$ cat config.mk
export PLATFORM = sky130hd
export DESIGN_NAME = branch_ctl
export DESIGN_NICKNAME = d
export VERILOG_FILES = /design/src/rtl/htar9_pkg.sv /design/src/rtl/branch_ctl.sv
export SDC_FILE = /design/constraint.sdc
export NUM_CORES = 1
export LEC_CHECK = 0
export CORE_ASPECT_RATIO = 0.8
export CORE_MARGIN = 2
export CORE_UTILIZATION = 45
export DETAILED_ROUTE_END_ITERATION = 8
export GPL_TIMING_DRIVEN = 0
export HOLD_SLACK_MARGIN = 0.06
export MAX_ROUTING_LAYER = met4
export PLACE_DENSITY = 0.87
export SETUP_SLACK_MARGIN = 0.02
export SYNTH_ARGS = -nofsm -noshare
export SYNTH_HDL_FRONTEND = slang
export SYNTH_SLANG_ARGS = --single-unit
$ cat constraint.sdc
create_clock -name clk -period 2.7 [get_ports clk]
set_input_delay 0.27 -clock clk [delete_from_list [all_inputs] [get_ports clk]]
set_output_delay 0.27 -clock clk [all_outputs]
set_load 0.01 [all_outputs]
$ cat src/rtl/htar9_pkg.sv
// Shared encodings for the HTAR9 run-control / branch-resolution stage.
package htar9_pkg;

  localparam int unsigned INSTR_W = 9;
  localparam int unsigned OP_W    = 3;
  localparam int unsigned OFF_W   = 6;

  localparam logic [OP_W-1:0]    OP_BR      = 3'b110;
  localparam logic [OP_W-1:0]    OP_JMP     = 3'b111;
  localparam logic [INSTR_W-1:0] INSTR_HALT = 9'b111_000_000;

  typedef enum logic [1:0] {
    IDLE,
    RUN,
    DONE,
    RESTART
  } run_state_t;

endpackage

$ cat src/rtl/branch_ctl.sv
// Run sequencer and zero-latency branch decode feeding the program counter.
module branch_ctl
  import htar9_pkg::*;
#(
  parameter int unsigned MAX_CYCLES = 4096,
  parameter int unsigned CNT_W      = 16
) (
  input  logic               clk,
  input  logic               reset_n,
  input  logic               start,
  input  logic [INSTR_W-1:0] instr,
  input  logic               flag_we,
  input  logic               flag_in,
  output logic               abs_jump,
  output logic               rel_jump,
  output logic [OFF_W-1:0]   branch_offset,
  output logic               pc_reset,
  output logic               init,
  output logic               done,
  output logic               timeout,
  output logic [CNT_W-1:0]   cycle_count
);

  run_state_t       state;
  run_state_t       state_nxt;
  logic             flag;
  logic             flag_nxt;
  logic             timeout_nxt;
  logic [CNT_W-1:0] cnt_nxt;
  logic [OP_W-1:0]  op;
  logic             is_br;
  logic             is_jmp;
  logic             is_halt;
  logic             wd_hit;
  logic             cnt_sat;

  assign op      = instr[INSTR_W-1 -: OP_W];
  assign is_br   = (op == OP_BR);
  assign is_jmp  = (op == OP_JMP);
  assign is_halt = (instr == INSTR_HALT);
  assign wd_hit  = (cycle_count == CNT_W'(MAX_CYCLES - 1));
  assign cnt_sat = (cycle_count == {CNT_W{1'b1}});

  // Next state plus PC controls; PC-facing outputs are combinational so jumps reach the PC this cycle.
  always_comb begin
    state_nxt     = state;
    flag_nxt      = flag;
    cnt_nxt       = cycle_count;
    timeout_nxt   = timeout;
    abs_jump      = 1'b0;
    rel_jump      = 1'b0;
    branch_offset = '0;
    pc_reset      = 1'b0;
    init          = 1'b0;
    done          = 1'b0;

    case (state)
      IDLE: begin
        init     = 1'b1;
        pc_reset = 1'b1;
        if (start) begin
          state_nxt   = RUN;
          cnt_nxt     = '0;
          timeout_nxt = 1'b0;
        end
      end
      RUN: begin
        abs_jump = is_jmp & ~is_halt;
        rel_jump = is_br & flag;
        if (is_br || is_jmp) branch_offset = instr[OFF_W-1:0];
        if (flag_we) flag_nxt = flag_in;
        if (!cnt_sat) cnt_nxt = cycle_count + CNT_W'(1);
        // HALT takes priority over the watchdog when both land on the same cycle.
        if (is_halt) begin
          done        = 1'b1;
          state_nxt   = DONE;
          timeout_nxt = 1'b0;
        end else if (wd_hit) begin
          done        = 1'b1;
          state_nxt   = DONE;
          timeout_nxt = 1'b1;
        end
      end
      DONE: begin
        done = 1'b1;
        if (start) state_nxt = RESTART;
      end
      RESTART: begin
        pc_reset    = 1'b1;
        flag_nxt    = 1'b0;
        cnt_nxt     = '0;
        timeout_nxt = 1'b0;
        state_nxt   = RUN;
      end
      default: state_nxt = IDLE;
    endcase
  end

  always_ff @(posedge clk or negedge reset_n) begin
    if (!reset_n) begin
      state       <= IDLE;
      flag        <= 1'b0;
      cycle_count <= '0;
      timeout     <= 1'b0;
    end else begin
      state       <= state_nxt;
      flag        <= flag_nxt;
      cycle_count <= cnt_nxt;
      timeout     <= timeout_nxt;
    end
  end

endmodule

==> summary.txt, run 1 <==
Run status
  – Status: finished, final reports clean

Detailed routing
  – Final antenna-violating net count: 0
  – DR WL/cell: about 17 µm
  – Pre-antenna DRT Iters: 4
  – Met2 WL post-DR: 1885 µm
  – Drt initial violations: 110
  – # DRC: 0
  – Met3 routed WL: approximately 260 µm
  – DR top layer: met4
  – Met1 wire length: 1740 µm
  – Via/cell ratio: 6.235
  – Drt total wl: about 4000 µm
  – Vias: 1409

STA
  – Final hold vios: 0
  – Setup_tns: 0 ps
  – Worst slew pin tran: 932.9 ps
  – RSZ-0062 raised after global routing: false
  – Slew Limit Fails: 0
  – Peak Freq: roughly 390 MHz
  – Fin crit share: 0.9498
  – Clk_skew: 3.938 ps
  – Period minus WS final: 2565 ps
  – Final WS setup: 135.5 ps
  – Final setup violation count: 0
  – Relative slew slack: 0.3761

Setup path
  – Critical Path AT: 2290 ps
  – Worst R2R End: cycle_count[11]$_DFFE_PN0P_
  – Crit Path Category: reg2out
  – FF-to-FF path depth: 5
  – CP Data Required Time: 2430 ps
  – Worst Path Buf+Inv: 2
  – Critical-path cell list: clkbuf_1 -> nor4_4 -> nand4_1 -> a21oi_1 -> o21a_1 -> clkdlybuf4s50_1
  – Cell count along the critical path: 6
  – Slowest CP cell: clkdlybuf4s50_1
  – Startpoint types: register
  – CP top delay family: buffers and inverters
  – Reg2Reg Launch Point: state[0]$_DFFE_PN0P_
  – Element type at the critical path end: primary output
  – CP max FO: 8
  – Slowest stage delay, CP: around 530 ps
  – R2r setup slk: 600 ps
  – Crit path capture: done
  – Critical path origin: cycle_count[12]$_DFFE_PN0P_

GRT
  – Number of global-route vias before repair: approximately 1300
  – Largest net degree at the start of global routing: 21
  – First-pass GRT wire length: between 6000 and 7000 µm
  – Total track usage: 0.2712
  – Initial antenna violation count: 0
  – GRT overflow: 0

Pwr
  – Max VDD drop: roughly 0.65 mV
  – Power Dens Cells: 641.9 nW/µm²
  – P_leak: a little under 0.0008 µW

Logic synthesis
  – Post-synth top area cell: dfrtp_1
  – Cell variety after synth: 39
  – Top cells by area, synth: dfrtp_1 (37%), ha_1 (6.4%), o31ai_1 (6.0%), mux2i_1 (5.1%), nand2_1 (3.6%)
  – Avg Inst Size Synth: 9.480 µm²
  – Post-synth ARST share: 1.000
  – Post-Syn Area: roughly 1400 µm²
  – Post-Synthesis Net Count: around 170
  – Yosys warnings: 0
  – Post-synthesis sequential area ratio: 0.3666
  – Post-synth EDFFs: 0
  – Post-synthesis register bit count: 20
  – Main synth FF type: dfrtp_1
  – Mapped Cells: around 140
  – Top-area cell type share of the netlist area: 0.3666

Floorplan
  – Die width: ~66 µm
  – Die area: 3493 µm²
  – Cell Rows: 17
  – Initial Utilization: 0.4825
  – Core area: 2829 µm²
  – Io pins: between 40 and 50
  – Die H: 53.26 µm

Clock network
  – Post-CTS Resized: 0
  – Cts hold-fix bufs: 0
  – Post CTS Setup Buffer Count: 0
  – Clock buffer depth: 2
  – Clock root cell: clkbuf_8
  – CTS Buf Count: 3
  – CTS tree: yes
  – Clock sink total: 20
  – Clk Latency, worst-skew pair: between 200 and 300 ps
  – Clock slew at reported path FFs: about 70 ps
  – H-tree Lvls: 1

Cells and area
  – Share of post-route cells with drive strength above 1: 0.05319
  – Synthesis-to-layout area growth: 37.67%
  – Fillers: approximately 240
  – Diode count: 0
  – Nets: 211

Worst hold path
  – Hold Path Class: in2async

Place
  – Setup WS pre-CTS: between 300 and 400 ps
  – Post-DP HPWL: about 2900 µm
  – Port buffer count: about 40
  – Routability Congestion: between 0.8 and 0.9

Job
  – Max_cap viols: 0
cell type report:
class                      count  area, µm²  share of cell area
inverter                       7      26.28             0.01398
tap                           38      47.55             0.02530
clock buffer                   3      41.29             0.02197
buffer                         4      15.01            0.007989
multi-input combinational    113      838.3              0.4461
sequential                    20      500.5              0.2663
timing repair buffer          41      410.4              0.2184
Yosys cell counts, types with 4 or more instances:
| cell type | number |
|---|---|
| a21oi_1 | 4 |
| o311ai_0 | 4 |
| nand2b_1 | 5 |
| inv_1 | 7 |
| and3_1 | 4 |
| mux2i_1 | 7 |
| ha_1 | 7 |
| clkbuf_1 | 4 |
| nand3_1 | 5 |
| and2_1 | 7 |
| dfrtp_1 | 20 |
| nor2_1 | 4 |
| nand4_1 | 6 |
| o31ai_1 | 11 |
| nor3_1 | 4 |
| nand2_1 | 13 |
per-stage QoR:
step	std cells	utilization	hold WS [ps]	power [µW]	area (µm²)
after floorplan	144	-	-25.59	747.9	1365
after global placement	223	0.6444	527.9	969.3	1823
after CTS	226	0.6590	557.3	1205	1864
after global routing	226	0.6643	586.2	1298	1879
final	226	0.6643	526.8	1206	1879
after detailed placement	223	0.6444	541.3	1008	1823
sequential cells by signal, summed over array words and instances, names as in the netlist:
name	flops
cycle_count	16
state	2
flag	1
timeout	1
kinds of logic after synthesis:
group / Yosys count / synth area share
AOI/OAI and AO/OA: 36 / 0.1907
adders and majority gates: 7 / 0.06416
buffers and inverters: 11 / 0.03025
DFF: 20 / 0.3666
muxes: 7 / 0.05133
and+or+nand+nor: 63 / 0.2970
routing by layer:
metal / GRT usage / vias up
met1: 0.3466 / 693
met2: 0.4252 / 58
met3: 0.05957 / 9
met5: - / -
li1: - / 649
met4: 0.1042 / 0
placed cells by master, fill, tap and decap left out, types with 2 or more instances in the layout:
cell type	n
inv_1	7
ha_1	7
mux2i_1	7
a21oi_1	4
o21ai_0	2
nand2b_1	5
and2_1	7
nor2_1	4
and4_1	3
a41oi_1	3
o311ai_0	4
clkbuf_8	3
nand3_1	5
nand4_1	6
nand2_1	13
clkbuf_1	4
nor3_1	4
o31ai_1	11
and3_1	4
o21ai_1	2
clkdlybuf4s50_1	41
a31oi_1	3
nor4_4	2
dfrtp_1	20
where the power goes:
group	switching, µW	internal, µW
Combinational	387	249
Sequential	37.4	337
Clock	96.5	99.5
Total	521	686
worst min-delay path by stage:
| stage | from | endpoint | slack [ps] | cells after the start |
|---|---|---|---|---|
| 2_1_floorplan | reset_n | cycle_count[0]$_DFFE_PN0P_ | -30 | 0 |
| 3_3_place_gp | cycle_count[0]$_DFFE_PN0P_ | cycle_count[0]$_DFFE_PN0P_ | 530 | 1 |
| 3_5_place_dp | timeout$_DFFE_PN0P_ | timeout$_DFFE_PN0P_ | 540 | 1 |
| 4_1_cts | reset_n | cycle_count[9]$_DFFE_PN0P_ | 560 | 1 |
| 5_1_grt | reset_n | cycle_count[9]$_DFFE_PN0P_ | 590 | 1 |
| 6_report | reset_n | cycle_count[11]$_DFFE_PN0P_ | 530 | 1 |
Note: power is estimated with default switching activity, not from simulation.
==> run 2: changes to the inputs <==
Settings changed: CORE_UTILIZATION 45 to 55, DONT_BUFFER_PORTS from default to 1, PLACE_DENSITY 0.87 to 0.78.
==> summary.txt, run 2 (synthesis results as in run 1) <==
Cells and area
  – Share of post-route cells with drive strength above 1: 0.06081
  – Sequential Area: ~500 µm²
  – Most flop-heavy register: cycle_count
  – Multi-input logic area: a little over 800 µm²
  – Max reg flops: 16
  – Final Util: 0.5958
  – Non-filler cells, final: about 180
  – Synthesis-to-layout area growth: 4.858%
  – Top flop regs: cycle_count x16, state x2
  – Diode count: 0
  – Nets: 171
  – Fillers: between 200 and 250
  – Leading cell type in the layout, fill and taps excluded: dfrtp_1
  – Most frequent cells in the layout: dfrtp_1 (20), nand2_1 (13), o31ai_1 (11)
  – Fin area: between 1000 and 1500 µm²

Detailed routing
  – Vias: 1230
  – Drt total wl: 3230 µm
  – DR WL/cell: ~18 µm
  – Pre-antenna DRT Iters: 4
  – Final antenna-violating net count: 0
  – Via/cell ratio: ~7
  – Drt initial violations: approximately 90
  – # DRC: 0

Worst hold path
  – Hold Path Class: in2reg

Clock network
  – Clock sink total: 20
  – Clock buffer depth: 2
  – H-tree Lvls: 1
  – CTS tree: yes
  – Clk Latency, worst-skew pair: roughly 300 ps
  – Clock root cell: clkbuf_4
  – CTS Buf Count: 3
  – Clock slew at reported path FFs: ~100 ps
  – Post-CTS Resized: 0

STA
  – Final setup violation count: 0
  – Fin crit share: 0.7920
  – RSZ-0062 raised after global routing: false
  – Slew Limit Fails: 0
  – Final hold vios: 0
  – Setup_tns: 0 ps
  – Period minus WS final: 2138 ps
  – Clk_skew: 0.7976 ps
  – Peak Freq: 467.6 MHz
  – Worst slew pin tran: 886.3 ps
  – Relative slew slack: 0.4072

GRT
  – Largest net degree at the start of global routing: 21
  – Initial antenna violation count: 0
  – Total track usage: 0.2455
  – GRT overflow: 0
  – Number of global-route vias before repair: between 1000 and 1500
  – First-pass GRT wire length: ~5400 µm

Pwr
  – Max VDD drop: ~0.47 mV
  – Internal power: around 540 µW
  – Total net switching power: 476.8 µW
  – Sequential power share: 0.377
  – P_leak: around 0.00064 µW
  – Power Dens Cells: approximately 700 nW/µm²
  – Clock Power Share: 0.138
  – Comb pwr share: 0.485
  – Sw Share: 0.4689

Setup path
  – Startpoint types: register
  – CP max FO: 8
  – Element type at the critical path end: primary output
  – CP Data Required Time: between 2000 and 2500 ps
  – Critical Path AT: approximately 1900 ps
  – Crit Path Category: reg2out

Place
  – Post-DP HPWL: ~2400 µm
  – Cells after DPL: 171
  – Port buffer count: 0
  – Routability Congestion: approximately 0.89
  – DP Area: roughly 1400 µm²

Floorplan
  – Die H: roughly 49 µm
  – Die width: about 60 µm
  – Io pins: 42
  – Initial Utilization: 0.5682
  – Die area: between 2000 and 3000 µm²
  – Cell Rows: 16
  – Core area: 2402 µm²

Run status
  – Status: finished, final reports clean

Job
  – Max_cap viols: 0
## run 2: cell types whose count changed in the layout (fill, tap and decap cells not counted)
cell | before | now
clkdlybuf4s50_1 | 41 | 0
clkbuf_4 | 0 | 3
clkbuf_8 | 3 | 0
dlygate4sd3_1 | 0 | 1
nor4_1 | 1 | 2
nor4_4 | 2 | 1
## run 2: what timing repair did
action,in CTS,in global routing
hold buffers,1,0
setup buffers,0,0
hold endpoints to repair,20,0
## run 2: critical path: stages, from the launching register on
cell	delay [ps]
dfrtp_1	430
inv_1	140
ha_1	330
and3_1	300
nor3b_1	370
## run 2: worst paths after layout
kind | startpoint | endpoint | slack, ps | cells after the start
worst max-delay path | state[1]$_DFFE_PN0P_ | rel_jump | 560 | 4
worst min-delay path | flag_we | flag$_DFFE_PN0P_ | 180 | 3
worst max register to register | state[0]$_DFFE_PN0P_ | cycle_count[11]$_DFFE_PN0P_ | 570 | 5
worst min register to register | flag$_DFFE_PN0P_ | flag$_DFFE_PN0P_ | 570 | 2
max in group asynchronous | reset_n | state[1]$_DFFE_PN0P_ | 1640 | 1
min in group asynchronous | reset_n | cycle_count[3]$_DFFE_PN0P_ | 530 | 1
## run 2: per-stage QoR
| step | worst slack, ps | hold WS (ps) | total power [µW] |
|---|---|---|---|
| after global routing | 389.5 | 163.6 | 1098 |
| after global placement | 668.2 | -25.00 | 850.6 |
| final | 561.6 | 184.9 | 1017 |
| after detailed placement | 633.5 | -25.04 | 872.0 |
| after floorplan | 974.2 | -25.59 | 747.9 |
| after CTS | 548.8 | 177.4 | 1020 |
## run 2: metal layers
layer	track usage	part of all wire
met1	0.3452	0.44
met2	0.3514	0.47
met3	0.07754	0.088
met4	0.04444	0.0034
met5	-	0
## run 2: layout make-up
| cell class | instances | area share |
|---|---|---|
| Buffer | 4 | 0.01049 |
| Tap cell | 27 | 0.02360 |
| Clock buffer | 3 | 0.01573 |
| Multi-Input combinational cell | 113 | 0.5752 |
| Inverter | 7 | 0.01836 |
| Sequential cell | 20 | 0.3497 |
| Timing Repair Buffer | 1 | 0.006993 |
## run 2: power groups by stage
stage               Combinational (µW)  Clock (µW)  Sequential [µW]
finish                             493         140              384
CTS                                491         145              384
global route                       545         164              389
global placement                   465           0              385
floorplan                          369           0              379
detailed placement                 482           0              390
